## config.mk

```make
export PLATFORM = sky130hd
export DESIGN_NAME = demux_dispatch
export DESIGN_NICKNAME = d
export VERILOG_FILES = /design/src/rtl/demux_dispatch.sv
export SDC_FILE = /design/constraint.sdc
export NUM_CORES = 1
export LEC_CHECK = 0
export ABC_AREA = 1
export CAP_MARGIN = 30
export CORE_MARGIN = 2
export CORE_UTILIZATION = 51
export DETAILED_ROUTE_END_ITERATION = 12
export PLACE_DENSITY = 0.75
export RECOVER_POWER = 100
export SLEW_MARGIN = 30
export SYNTH_ARGS = -nofsm -noshare
export SYNTH_HDL_FRONTEND = slang
export SYNTH_SLANG_ARGS = --single-unit
```

## constraint.sdc

```tcl
create_clock -name clk -period 1.9 [get_ports clk]
set_input_delay 0.38 -clock clk [delete_from_list [all_inputs] [get_ports clk]]
set_output_delay 0.38 -clock clk [all_outputs]
set_load 0.05 [all_outputs]
```

## src/rtl/demux_dispatch.sv

```systemverilog
// Buffered command sequencer feeding a 1-to-8 demux: FIFO of {sel, a} commands, each held HOLD_CYCLES cycles.
// Optional break-before-make GAP cycle after each command when DEMUX_DISPATCH_GAP_EN is defined.
module demux_dispatch #(
  parameter int DEPTH       = 4,
  parameter int HOLD_CYCLES = 4
) (
  input  logic                     clk,
  input  logic                     rst_n,
  input  logic                     in_valid,
  output logic                     in_ready,
  input  logic [2:0]               in_sel,
  input  logic                     in_a,
  output logic [2:0]               sel,
  output logic                     a,
  output logic                     busy,
  output logic [$clog2(DEPTH):0]   level
);

  localparam int AW = $clog2(DEPTH);
  localparam int LW = AW + 1;
  localparam logic [7:0] HOLD_LOAD = 8'(HOLD_CYCLES - 1);

  localparam logic [1:0] ST_IDLE = 2'd0;
  localparam logic [1:0] ST_HOLD = 2'd1;
  localparam logic [1:0] ST_GAP  = 2'd2;

  logic [1:0]    state;
  logic [7:0]    hold_cnt;
  logic [3:0]    mem [DEPTH];
  logic [AW-1:0] wr_ptr;
  logic [AW-1:0] rd_ptr;
  logic          full;
  logic          empty;
  logic          push;
  logic          pop;
  logic          decide;

  assign full     = (level == LW'(DEPTH));
  assign empty    = (level == '0);
  assign in_ready = !full;
  assign push     = in_valid && in_ready;
  assign pop      = decide && !empty;

  // decide: the edge on which the dispatcher picks the next command or falls back to IDLE
  always_comb begin
    // NOTE: default first so every path assigns decide and no latch is inferred.
    decide = 1'b0;
`ifdef DEMUX_DISPATCH_GAP_EN
    decide = (state == ST_IDLE) || (state == ST_GAP);
`else
    decide = (state == ST_IDLE) || ((state == ST_HOLD) && (hold_cnt == '0));
`endif
  end

  // NOTE: storage is not reset; stale entries are unreachable once pointers and level clear.
  always_ff @(posedge clk) begin
    if (push) mem[wr_ptr] <= {in_sel, in_a};
  end

  always_ff @(posedge clk or negedge rst_n) begin
    if (!rst_n) begin
      wr_ptr <= '0;
      rd_ptr <= '0;
      level  <= '0;
    end else begin
      // NOTE: non-blocking assignments keep every register sampling pre-edge values.
      if (push) wr_ptr <= wr_ptr + 1'b1;
      if (pop)  rd_ptr <= rd_ptr + 1'b1;
      case ({push, pop})
        2'b10:   level <= level + 1'b1;
        2'b01:   level <= level - 1'b1;
        default: level <= level;
      endcase
    end
  end

  always_ff @(posedge clk or negedge rst_n) begin
    if (!rst_n) begin
      state    <= ST_IDLE;
      hold_cnt <= '0;
      sel      <= '0;
      a        <= 1'b0;
      busy     <= 1'b0;
    end else if (decide) begin
      if (!empty) begin
        sel      <= mem[rd_ptr][3:1];
        a        <= mem[rd_ptr][0];
        hold_cnt <= HOLD_LOAD;
        state    <= ST_HOLD;
        busy     <= 1'b1;
      end else begin
        a        <= 1'b0;
        state    <= ST_IDLE;
        busy     <= 1'b0;
      end
    end else if ((state == ST_HOLD) && (hold_cnt != '0)) begin
      hold_cnt <= hold_cnt - 1'b1;
`ifdef DEMUX_DISPATCH_GAP_EN
    end else if (state == ST_HOLD) begin
      // break-before-make: drop a for one cycle while sel stays put
      state <= ST_GAP;
      a     <= 1'b0;
`endif
    end
  end

endmodule
```

==> reports/qor.csv <==
metric,value,unit
viasPerCell,4.94,
r2r_slack,-0.07,ns
cts_sinks,36,
intPower,2.04,mW
final_cell_area,2270,um^2
nNetsFinal,258,
synth_most_common_cell,nand2_1,
die_h,63.4,um
max_freq,0.506,GHz
synth_edf_count,16,
synth_common_cells,"nand2_1 (60), inv_1 (32), nand3_1 (29), dfrtp_1 (20), edfxtp_1 (16)",
antenna_found_initial,0,
clock_latency,0.35,ns
yosysSeqAreaShare,54.5,%
post-route-period-util,104,%
cp.arrival,2.21,ns
finalCriticalPeriod,1.97,ns
synthesis.nets,215,
r2r-end,level[2],
dr.pass1.iters,4,
floorplan.rows,21,
clk_pin_slew,0.11,ns
vias,1432,
cp-start-kind,flop,
start_util,53.5,%
status,"complete, but fails checks",
grt_first_pass_wirelength,6.18,mm
cts_max_level,2,
dp.cells,276,
routed_wl,3.67,mm
drc_errors,0,
finalPower,3.67,mW
rsz0062_at_grt,yes,
grt_pass1_vias,1382,
drive_gt1_share,21.7,%
drtIter0Drc,96,
setup_slack,-0.0746,ns
finalWeightedCongestion,0.791,
hold_violations,0,
synthTopCellsByArea,"dfrtp_1 (28%), edfxtp_1 (27%), nand2_1 (13%), nand3_1 (8.1%), inv_1 (6.7%)",
criticalPathCategory,flop to flop,
holdPathStages,2,
ys_ff_latch,36,
cts_root_buf,clkbuf_4,
drv_slew,0,
ctsHoldBuffers,0,
ant_nets,0,
cts_tree,yes,
required,2.13,ns
p_sw,1.63,mW
hp-start,sel[0],
synth_top_area_share,27.8,%
antenna_cells,0,
hp-class,flop to flop,
yosysUniqueCellTypes,19,
pwr-share-seq,36.1,%
placed_cell_area,2160,um^2
core,3360,um^2
leakagePower,1.11,nW
place_hpwl,2.55,mm
slew_headroom,28.1,%
end_kind,flop,
netlist_area,1800,um^2
powerDensity,1620,nW/um^2
fin_cells,290,
hold_ws,0.488,ns
grt_max_degree,21,
syn_area_per_cell,9.00,um^2
clockBufferDepth,2,
worstReg2RegStart,hold_cnt[1],
grt.overflow.total,0,
ir_worst_vdd,1180,uV
maxCapViolCount,0,
port_buffers,15,
dieArea,4020,um^2
syn_to_final_growth,26.1,%
violations,negative setup slack,
synth_async_sr_flop_share,55.6,%
pwr-share-comb,49.4,%
min_to,sel[0],
worstRegToRegCells,12,
wl_per_cell,12.6,um
p_sw_share,44.5,%
ys_warn_count,0,
numCtsBuffers,5,
synth_ff_type,dfrtp_1,
syn_inst,200,
grt_use_total,20.6,%
finalClockSkew,0.00681,ns
setup_viol,1,
die_x,63.4,um
io_pins,16,
worstMarginPinSlew,1.08,ns
p_clk_share,14.5,%
synth_largest_area_cell,dfrtp_1,
cp_max_fo,2,
[layout by cell type, fill, tap and decap left out, drive strengths merged]
cell type	count
fa	1
xnor2	1
a21oi	2
xor2	3
inv	32
bufinv	1
dlygate4sd2	3
buf	22
o21ai	7
nand3	30
edfxtp	16
clkdlybuf4s50	1
dlygate4sd3	5
clkbuf	14
nor2	14
nand2	63
dfrtp	20
clkinv	2
ha	7
[critical path, cell delays in order, from the launching register on]
cell and delay [ns]:
dfrtp_1 0.41, inv_2 0.09, ha_4 0.14, nand2_4 0.05, o21ai_4 0.15, nand2_2 0.07, inv_2 0.07, ha_4 0.13
inv_2 0.04, fa_2 0.36, a21oi_2 0.12, o21ai_1 0.08, xor2_1 0.15
[cells by family (layout without fill, tap and decap cells)]
group                    after synthesis  in the layout  synth area share [%]
AO/OA/AOI/OAI                          9              9                  3.13
flip-flops                            36             36                  54.5
adder cells (fa/ha/maj)                8              8                  5.98
buffers and inverters                 36             80                  8.07
AND/OR/NAND/NOR                      107            107                  26.4
XOR/XNOR                               4              4                  1.95
[layout make-up]
class / count / area [um^2]
well taps: 46 / 57.6
clock inverters: 2 / 35.0
repair buffers: 39 / 282
fillers: 301 / 1090
inverters: 33 / 129
flip-flops and latches: 36 / 985
clock buffers: 6 / 41.3
multi-input cells: 128 / 739
[what timing repair did]
action	CTS	global route
gates resized for setup	5	4
pin swaps	5	5
endpoints found under the setup margin	4	2
setup buffers	3	3
[per-stage QoR]
stage               setup TNS (ns)  setup WS, ns  utilization, %
floorplan                  -0.0835       -0.0835               -
finish                     -0.0746       -0.0746            67.4
global placement                 0       0.00801            64.3
CTS                        -0.0710       -0.0710            67.3
detailed placement         -0.0352       -0.0352            64.3
global route                -0.156        -0.156            67.4
[routing by layer]
metal  track usage, %  wire length (um)  vias to the layer above
met4             12.2                82                        0
met1             25.4              1560                      686
met3             3.93               121                        7
met5                0                 0                        -
met2             33.6              1900                       26
li1                 -                 -                      713
[how the worst max path moves through the flow]
stage	startpoint	end	slack, ns	cells past startpoint
2_1_floorplan	hold_cnt[2]	level[2]	-0.08	11
3_3_place_gp	hold_cnt[5]	level[2]	0.008	11
3_5_place_dp	hold_cnt[2]	level[2]	-0.04	11
4_1_cts	hold_cnt[1]	level[2]	-0.07	12
5_1_grt	hold_cnt[3]	level[2]	-0.16	11
6_report	hold_cnt[1]	level[2]	-0.07	12
[power groups by stage]
stage	registers [mW]	clock network (mW)	logic [mW]
floorplan	1.54	0	0.949
global placement	1.32	0	1.71
detailed placement	1.33	0	1.76
CTS	1.32	0.544	1.80
global route	1.36	0.577	2.02
finish	1.32	0.533	1.82
[sequential cells by signal (all words and copies together), names as in the netlist]
name      cells
a             1
level         3
sel           3
mem          16
wr_ptr        2
rd_ptr        2
busy          1
hold_cnt      8
Note: power is estimated with default switching activity, not from simulation.
